File: config.mk
export PLATFORM = sky130hd
export DESIGN_NAME = wb_stage
export DESIGN_NICKNAME = d
export VERILOG_FILES = /design/src/rtl/wb_stage_pkg.sv /design/src/rtl/wb_stage_load_align.sv /design/src/rtl/wb_stage.sv
export SDC_FILE = /design/constraint.sdc
export NUM_CORES = 1
export LEC_CHECK = 0
export BUFFER_PORTS_ARGS = -buffer_cell sky130_fd_sc_hd__buf_2
export CAP_MARGIN = 20
export CORE_ASPECT_RATIO = 1.4
export CORE_MARGIN = 2
export CORE_UTILIZATION = 30
export CTS_CLUSTER_DIAMETER = 50
export DETAILED_ROUTE_END_ITERATION = 6
export PLACE_DENSITY_LB_ADDON = 0.12
export SYNTH_ARGS = -nofsm -noshare
export SYNTH_HDL_FRONTEND = slang
export SYNTH_SLANG_ARGS = --single-unit
File: constraint.sdc
create_clock -name clk -period 5.12 [get_ports clk]
set_clock_uncertainty 0.2 [all_clocks]
set_input_delay 1.28 -clock clk [delete_from_list [all_inputs] [get_ports clk]]
set_output_delay 1.28 -clock clk [all_outputs]
set_load 0.02 [all_outputs]
File: src/rtl/wb_stage_pkg.sv
// Shared encodings for the writeback stage: load types, FSM states and
// architectural register numbers.
package wb_stage_pkg;

  typedef enum logic [2:0] {
    LT_LW  = 3'b000,
    LT_LH  = 3'b001,
    LT_LHU = 3'b010,
    LT_LB  = 3'b011,
    LT_LBU = 3'b100
  } load_type_e;

  typedef enum logic [1:0] {
    ST_EMPTY = 2'd0,
    ST_WAIT  = 2'd1,
    ST_WB    = 2'd2
  } state_e;

  localparam logic [4:0] REG_ZERO = 5'd0;
  localparam logic [4:0] REG_RA   = 5'd31;

endpackage

File: src/rtl/wb_stage_load_align.sv
// Big-endian sub-word extraction and alignment check for MIPS loads.
// Purely combinational.
module wb_stage_load_align
  import wb_stage_pkg::*;
(
  input  logic [31:0] rdata_i,
  input  logic [1:0]  addr_i,
  input  logic [2:0]  load_type_i,
  output logic [31:0] data_o,
  output logic        misaligned_o
);

  logic [7:0]  byte_sel;
  logic [15:0] half_sel;

  // Byte 0 is the most significant byte of the word.
  always_comb begin
    case (addr_i)
      2'd0:    byte_sel = rdata_i[31:24];
      2'd1:    byte_sel = rdata_i[23:16];
      2'd2:    byte_sel = rdata_i[15:8];
      default: byte_sel = rdata_i[7:0];
    endcase
    half_sel = addr_i[1] ? rdata_i[15:0] : rdata_i[31:16];
  end

  // Unlisted encodings fall through to the LW behaviour.
  always_comb begin
    data_o       = rdata_i;
    misaligned_o = (addr_i != 2'd0);
    case (load_type_e'(load_type_i))
      LT_LH: begin
        data_o       = {{16{half_sel[15]}}, half_sel};
        misaligned_o = addr_i[0];
      end
      LT_LHU: begin
        data_o       = {16'h0000, half_sel};
        misaligned_o = addr_i[0];
      end
      LT_LB: begin
        data_o       = {{24{byte_sel[7]}}, byte_sel};
        misaligned_o = 1'b0;
      end
      LT_LBU: begin
        data_o       = {24'h000000, byte_sel};
        misaligned_o = 1'b0;
      end
      default: ;
    endcase
  end

endmodule

File: src/rtl/wb_stage.sv
// MIPS writeback stage: holds one result, waits for load data, drives the
// register-file write port and an identical bypass path for decode.
module wb_stage
  import wb_stage_pkg::*;
#(
  parameter int unsigned MEM_TIMEOUT = 0
) (
  input  logic        clk,
  input  logic        rst_n,
  input  logic        in_valid,
  output logic        in_ready,
  input  logic        in_reg_write,
  input  logic [4:0]  in_wr,
  input  logic        in_mem_to_reg,
  input  logic [2:0]  in_load_type,
  input  logic        in_link,
  input  logic [31:0] in_alu_result,
  input  logic [31:0] in_pc_plus8,
  input  logic [31:0] mem_rdata,
  input  logic        mem_rvalid,
  output logic        write,
  output logic [4:0]  WR,
  output logic [31:0] WD,
  output logic        fwd_valid,
  output logic [4:0]  fwd_reg,
  output logic [31:0] fwd_data,
  output logic        addr_error,
  output logic        mem_timeout
);

  localparam logic [31:0] TMO_LAST = MEM_TIMEOUT - 1;

  state_e      state_q, state_d;
  logic        reg_write_q, reg_write_d;
  logic [4:0]  wr_q, wr_d;
  logic        mem_to_reg_q, mem_to_reg_d;
  logic [2:0]  load_type_q, load_type_d;
  logic        link_q, link_d;
  logic [31:0] alu_result_q, alu_result_d;
  logic [31:0] pc_plus8_q, pc_plus8_d;
  logic [31:0] rdata_q, rdata_d;
  logic [31:0] cnt_q, cnt_d;
  logic        tmo_q, tmo_d;

  logic        accept;
  logic [31:0] load_data;
  logic        align_mis;
  logic        is_load;
  logic        bad_load;
  logic        in_wb;

  assign in_ready = (state_q != ST_WAIT);
  assign accept   = in_valid && in_ready;

  // NOTE: every signal driven here gets its hold value first, so no path
  // through the case leaves one unassigned and no latch is inferred.
  always_comb begin
    state_d      = state_q;
    reg_write_d  = reg_write_q;
    wr_d         = wr_q;
    mem_to_reg_d = mem_to_reg_q;
    load_type_d  = load_type_q;
    link_d       = link_q;
    alu_result_d = alu_result_q;
    pc_plus8_d   = pc_plus8_q;
    rdata_d      = rdata_q;
    cnt_d        = cnt_q;
    tmo_d        = 1'b0;

    case (state_q)
      ST_WAIT: begin
        if (mem_rvalid) begin
          rdata_d = mem_rdata;
          state_d = ST_WB;
        end else if (MEM_TIMEOUT != 0 && cnt_q == TMO_LAST) begin
          state_d = ST_EMPTY;
          tmo_d   = 1'b1;
        end else begin
          cnt_d = cnt_q + 32'd1;
        end
      end
      default: begin
        if (accept) begin
          reg_write_d  = in_reg_write;
          wr_d         = in_wr;
          mem_to_reg_d = in_mem_to_reg;
          load_type_d  = in_load_type;
          link_d       = in_link;
          alu_result_d = in_alu_result;
          pc_plus8_d   = in_pc_plus8;
          if (in_mem_to_reg && !in_link) begin
            state_d = ST_WAIT;
            cnt_d   = 32'd0;
          end else begin
            state_d = ST_WB;
          end
        end else begin
          state_d = ST_EMPTY;
        end
      end
    endcase
  end

  // NOTE: state updates use non-blocking assignments so every register sees
  // the pre-edge values; reset is synchronous and beats any in-flight load.
  always_ff @(posedge clk) begin
    if (!rst_n) begin
      state_q      <= ST_EMPTY;
      reg_write_q  <= 1'b0;
      wr_q         <= REG_ZERO;
      mem_to_reg_q <= 1'b0;
      load_type_q  <= 3'd0;
      link_q       <= 1'b0;
      alu_result_q <= 32'd0;
      pc_plus8_q   <= 32'd0;
      rdata_q      <= 32'd0;
      cnt_q        <= 32'd0;
      tmo_q        <= 1'b0;
    end else begin
      state_q      <= state_d;
      reg_write_q  <= reg_write_d;
      wr_q         <= wr_d;
      mem_to_reg_q <= mem_to_reg_d;
      load_type_q  <= load_type_d;
      link_q       <= link_d;
      alu_result_q <= alu_result_d;
      pc_plus8_q   <= pc_plus8_d;
      rdata_q      <= rdata_d;
      cnt_q        <= cnt_d;
      tmo_q        <= tmo_d;
    end
  end

  wb_stage_load_align u_align (
    .rdata_i      (rdata_q),
    .addr_i       (alu_result_q[1:0]),
    .load_type_i  (load_type_q),
    .data_o       (load_data),
    .misaligned_o (align_mis)
  );

  // Alignment only matters for a real load; a link result ignores memory.
  assign is_load  = mem_to_reg_q && !link_q;
  assign bad_load = is_load && align_mis;
  assign in_wb    = (state_q == ST_WB);

  assign write       = in_wb && reg_write_q && (wr_q != REG_ZERO) && !bad_load;
  assign WR          = write ? wr_q : REG_ZERO;
  assign WD          = !write      ? 32'd0 :
                       link_q       ? pc_plus8_q :
                       mem_to_reg_q ? load_data : alu_result_q;
  assign addr_error  = in_wb && bad_load;
  assign mem_timeout = tmo_q;

  assign fwd_valid = write;
  assign fwd_reg   = WR;
  assign fwd_data  = WD;

endmodule

## Yosys cells after proc, flatten, opt, wreduce, memory -nomap -nowiden

Index checks and enable logic that the tools add are counted.

- Input port bits: 111
- Logic and storage cells: 50
- Memories kept: 0
- Output and inout port bits: 79
- Bits in writable memories: 0
- Latch bits: 0
- Bits in read-only memories: 0
- Bits in registers: 109

- Eq/ne operators: 10
- Div/mod/pow operators: 0
- Mux-type cells: 12
- Reduce and logical (&&, ||, !) cells: 18
- Magnitude comparators: 0
- Shifts and indexed selects: 0
- Bitwise operators: 1
- $add $sub $neg: 0
- Multiply operators: 0

Operators by type and width:

| cell | number |
|---|---|
| 32-bit one-hot mux with 4 select lines | 1 |
| 32-bit two-way mux | 3 |
| 8-bit one-hot mux with 3 select lines | 1 |
| 16-bit two-way mux | 1 |
| 1-bit logical AND | 8 |
| 2-bit two-way mux | 4 |
| 3-bit by 2-bit equality test with 1-bit output, second input constant | 2 |
| 5-bit two-way mux | 1 |
| 5-bit nonzero test | 1 |
| 2-bit by 1-bit equality test with 1-bit output, second input constant | 2 |
| 2-bit equality test, second input constant | 2 |
| 2-bit AND reduction | 2 |
| 2-bit OR reduction | 2 |
| 3-bit by 1-bit equality test with 1-bit output, second input constant | 1 |
| 3-bit equality test, second input constant | 1 |
| 1-bit zero test | 3 |
| 2-bit zero test | 1 |
| 2-bit by 1-bit != test with 1-bit output, second input constant | 1 |
| 2-bit != test, second input constant | 1 |
| 1-bit one-hot mux with 2 select lines | 1 |
| 2-bit nonzero test | 1 |
| 1-bit NOT | 1 |

## Longest topological paths before layout

- Word-level depth: 7
- Depth in mapped cells: 8
- Gate-level depth less buffers: 5

## By module

A second synthesis with hierarchy kept.

- Cell total of the unflattened synthesis: 802
- Area total of the unflattened synthesis: 6453.7 um^2

By module, submodules not included:

| module | cells each | times used | area each (um^2) | seq. area each (um^2) |
|---|---|---|---|---|
| wb_stage | 651 | 1 | 5251.3 | 2182.1 |
| wb_stage_load_align | 151 | 1 | 1202.4 | 0.0 |

## Worst setup path before layout

No wires, ideal clock.

- Path type: register to output
- Start point: register load_type_q[0]
- End point: output fwd_data[2]
- Arrival time: 2.152 ns
- Path buffers: 2
- Path slack: 1.488 ns
- Stages on the path, launching flop included: 7
- Data required time: 3.640 ns
- Cell sequence: dfxtp_1 buf_2 or4bb_1 nand2_1 a21oi_1 a311oi_1 buf_4

- Longest elaborated chain between the ends: 7
- Elaborated cells between the ends (all ways): 14
- Those cells by class: 4 x eq/ne; 5 x mux; 5 x reduce/logical

RTL lines:

| element | line | text |
|---|---|---|
| start: declaration | wb_stage.sv:37 | `logic [2:0] load_type_q, load_type_d;` |
| start signal: assignment | wb_stage.sv:124 | `load_type_q <= load_type_d;` |
| 3-bit by 2-bit equality test with 1-bit output (tied with other cells) | wb_stage_load_align.sv:31 | `case (load_type_e'(load_type_i))` |
| 2-bit OR reduction (no line) | - |  |
| 1-bit one-hot mux with 2 select lines | wb_stage_load_align.sv:31 |  |
| 1-bit logical AND | wb_stage.sv:144 | `assign bad_load = is_load && align_mis;` |
| 1-bit zero test | wb_stage.sv:147 | `assign write = in_wb && reg_write_q && (wr_q != REG_ZERO) && !bad_load;` |
| 1-bit logical AND | wb_stage.sv:147 |  |
| 32-bit two-way mux (*) | wb_stage.sv:149 | `assign WD = !write ? 32'd0 :` |
| end: declaration | wb_stage.sv:26 | `output logic [31:0] fwd_data,` |

Mark *: on every way between the ends. The rest lies on a longest branch, timed or not.

## Worst setup path in the final report

- Start point: register load_type_q[1]
- End point: output WD[30]

- Longest elaborated chain between the ends: 7
- Elaborated cells between the ends (all ways): 14
- Those cells by class: 4 x eq/ne; 5 x mux; 5 x reduce/logical

RTL lines:

| element | line | text |
|---|---|---|
| 3-bit by 2-bit equality test with 1-bit output (tied with other cells) | wb_stage_load_align.sv:31 |  |
| 2-bit OR reduction (no line) | - |  |
| 1-bit one-hot mux with 2 select lines | wb_stage_load_align.sv:31 |  |
| 1-bit logical AND | wb_stage.sv:144 |  |
| 1-bit zero test | wb_stage.sv:147 |  |
| 1-bit logical AND | wb_stage.sv:147 |  |
| 32-bit two-way mux (*) | wb_stage.sv:149 |  |
| end: declaration | wb_stage.sv:23 | `output logic [31:0] WD,` |

Marks and branches as above.

==> impl_metrics.yaml <==
sta:
  period_share_pct: 87.5
  hold_slack_ps: 261
  achievable_clock_frequency_mhz: 223
  finalHoldViolations: 0
  worst_pin_slew_ps: 1000
  max_slew_margin_pct: 33.0
  report.final.setup_viol: 0
  final_max_slew_viol_count: 0
  tns_ps: 0
  rsz0062_at_grt: "false"
  finalWorstSetupSlack_ps: 640
  final_period_minus_worst_setup_slack_ps: 4480
critical_path:
  path_buf_inv: 2
  reg2reg_to: "mem_to_reg_q$_SDFFE_PN0P_"
  critical_path_cell_count: 6
  worst_r2r_path_depth: 5
  dominant_delay_contributor_by_cell_family_on_the_critical_path: "compound AO/OA/AOI/OAI gates"
  timing.critical_path.fanout_max: 35
  worst_ep_required_time_ps: 3640
  worst-setup-path-type: "register to output port"
  critical_path.max_stage_delay_ps: 980
  critical-path-slowest-cell: "dfxtp_1"
  r2r_setup_slack_ps: 2630
  cp-startpoint: "load_type_q[1]$_SDFFE_PN0P_"
  timing.rr.start: "state_q[1]$_SDFFE_PN0P_"
  critPathArrivalTime_ps: 3000
  critical_path.cell_chain: "a21oi_1, buf_4, nor2b_1, o211ai_1, a221oi_1, buf_2"
  setup.worst_path.start_class: "register"
  crit_end: "WD[30]"
  timing.critical_path.to_type: "output port"
routing:
  wirelength_um: 21200
  dr.pass1.iters: 5
  routedWlPerCell_um: 18.0
  drc_errors: 0
  drt_first_iter_violations: 356
  ant_nets: 0
  route.detailed.vias_per_inst: 5.01
  num_vias: 5911
floorplan:
  die_area_um2: 21900
  die_w_um: 126
  floorplan.initialDensity_pct: 30.4
  die_h_um: 174
  core_region_area_um2: 20400
  rows: 62
  io_pins: 190
clock_tree:
  numCtsBuffers: 9
  cts_tree: "built"
  post_cts_setup_buffers: 0
  cts_root_buf: "clkbuf_16"
  clkSlewWorstSetupHoldPaths_ps: 70
  post_cts.resized_instances: 0
  htree_num_levels: 3
  worst_skew_pair.late_latency_ps: 360
  max_clock_buf_depth: 2
  holdBufCountCts: 0
  cts.sink_count: 109
pwr:
  switching_share_pct: 26.9
  power_switching_mw: 0.526
  pwr_density_cell_nw_per_um2: 268
  intPower_mw: 1.43
  power.share.combinational_pct: 13.6
  sequential_group_share_of_total_power_pct: 47.2
  power_frac_clock_pct: 39.2
  fin_total_pwr_mw: 1.96
  static_leakage_nw: 2.90
  power.ir.vdd_worst_mv: 0.142
synthesis:
  synth.yosys.seq_area_share_pct: 35.2
  synth_edf_count: 0
  synth_top_cell_by_area: "dfxtp_1"
  dominantRegCellSynth: "dfxtp_1"
  post_synth_num_cell_types: 56
  synth.top_cells.by_count: "nand2_1, a21boi_0, dfxtp_1, clkbuf_1, buf_4"
  synth_nets: 928
  share_of_the_synthesized_area_in_the_top_cell_type_pct: 35.2
  post_synth_inst_count: 817
  post_synthesis_cell_area_um2: 6200
  postSynthRegisterBits: 109
  syn_area_per_cell_um2: 7.59
  synth.top_cells.by_area: "dfxtp_1, a21boi_0, nand2_1"
  yosysMostFrequentCell: "nand2_1"
  yosysWarnings: 0
  postSynth.asyncResetShare_pct: 0
grt:
  grt_start_max_net_pins: 61
  first_pass_grt_wire_length_um: 31900
  antenna_found_initial: 1
  grt_overflow_total: 0
  number_of_global_route_vias_before_repair: 5479
  track_usage_pct: 18.9
job:
  max_cap_violations: 0
final_layout:
  final_antenna_diode_count: 0
  area_growth_pct: 17.5
  layout-drive-gt1-share_pct: 25.3
  post_layout_nonfiller_instances: 1181
  final.fill_count: 2237
  nNetsFinal: 1032
  layout.cell_area.non_filler_um2: 7290
  utilization_after_layout_pct: 35.7
hold_path:
  hold_path.class: "register to register"
placed_design:
  place_area_um2: 6980
  dp.cells: 1166
  finalWeightedCongestion: 0.838
  pre_cts_ws_ps: 1000
  io_buffer_count: 188
  hpwl_um: 15500
outcome:
  outcome: "complete, no violations"
## worst min-delay path by stage
stage / to / slack, ps / start / cells after the start
floorplan: alu_result_q[2]$_SDFFE_PN0P_ / 240 / alu_result_q[2]$_SDFFE_PN0P_ / 2
global placement: alu_result_q[5]$_SDFFE_PN0P_ / 250 / alu_result_q[5]$_SDFFE_PN0P_ / 2
detailed placement: alu_result_q[5]$_SDFFE_PN0P_ / 260 / alu_result_q[5]$_SDFFE_PN0P_ / 2
CTS: alu_result_q[5]$_SDFFE_PN0P_ / 270 / alu_result_q[5]$_SDFFE_PN0P_ / 2
global route: pc_plus8_q[8]$_SDFFE_PN0P_ / 280 / pc_plus8_q[8]$_SDFFE_PN0P_ / 2
finish: alu_result_q[5]$_SDFFE_PN0P_ / 260 / alu_result_q[5]$_SDFFE_PN0P_ / 2
## layout by cell type (no fill, tap or decap), types with 11 or more instances in the layout
master,instances
nand2_1,216
buf_2,188
a21boi_0,109
dfxtp_1,108
a21oi_1,39
inv_1,31
a221oi_1,27
o211ai_1,23
nand2b_1,19
nor2b_1,15
nand3_1,13
buf_4,13
nor2_1,11
o21ai_0,11
## layout make-up
type | instances | area, µm² | area share, %
inverter | 33 | 124 | 1.70
clock inverter | 5 | 75.1 | 1.03
tap | 256 | 320 | 4.39
clock buffer | 10 | 239 | 3.28
multi-input combinational | 567 | 3310 | 45.4
sequential | 109 | 2180 | 30.0
timing repair buffer | 201 | 1040 | 14.2
## registers in the layout, summed over array words and instances, names as in the netlist
register      flops
alu_result_q     32
pc_plus8_q       32
rdata_q          32
wr_q              5
load_type_q       3
state_q           2
link_q            1
mem_to_reg_q      1
reg_write_q       1
## logic make-up after synthesis
| family | count (synthesis) | share of synthesized area [%] |
|---|---|---|
| buffers and inverters | 141 | 11.6 |
| xor gates and xnor gates | 2 | 0.404 |
| other | 1 | 0.0605 |
| AOI/OAI and AO/OA | 243 | 28.4 |
| DFF | 109 | 35.2 |
| muxes | 10 | 1.92 |
| and+or+nand+nor | 310 | 22.2 |
| adders and majority gates | 1 | 0.182 |
## per-layer routing
metal  global-route usage [%]  wire length (µm)  vias up
met3                     3.20               915       22
met5                        0                12        -
met1                     22.0              8750     2765
met4                     5.46               375        2
li1                         -                 -     2965
met2                     35.0             11200      157
## power groups by stage
stage | combinational (mW) | clock, mW | sequential (mW)
floorplan | 0.187 | 0 | 0.923
global route | 0.298 | 0.821 | 0.929
detailed placement | 0.271 | 0 | 0.943
finish | 0.266 | 0.767 | 0.923
CTS | 0.272 | 0.789 | 0.923
global placement | 0.270 | 0 | 0.943
## tightest hold or removal path, cell delays in order (launching register included)
cell and delay [ps]:
dfxtp_1 310, nand2_1 40, a21boi_0 60
Power figures use the tool's default switching activity.
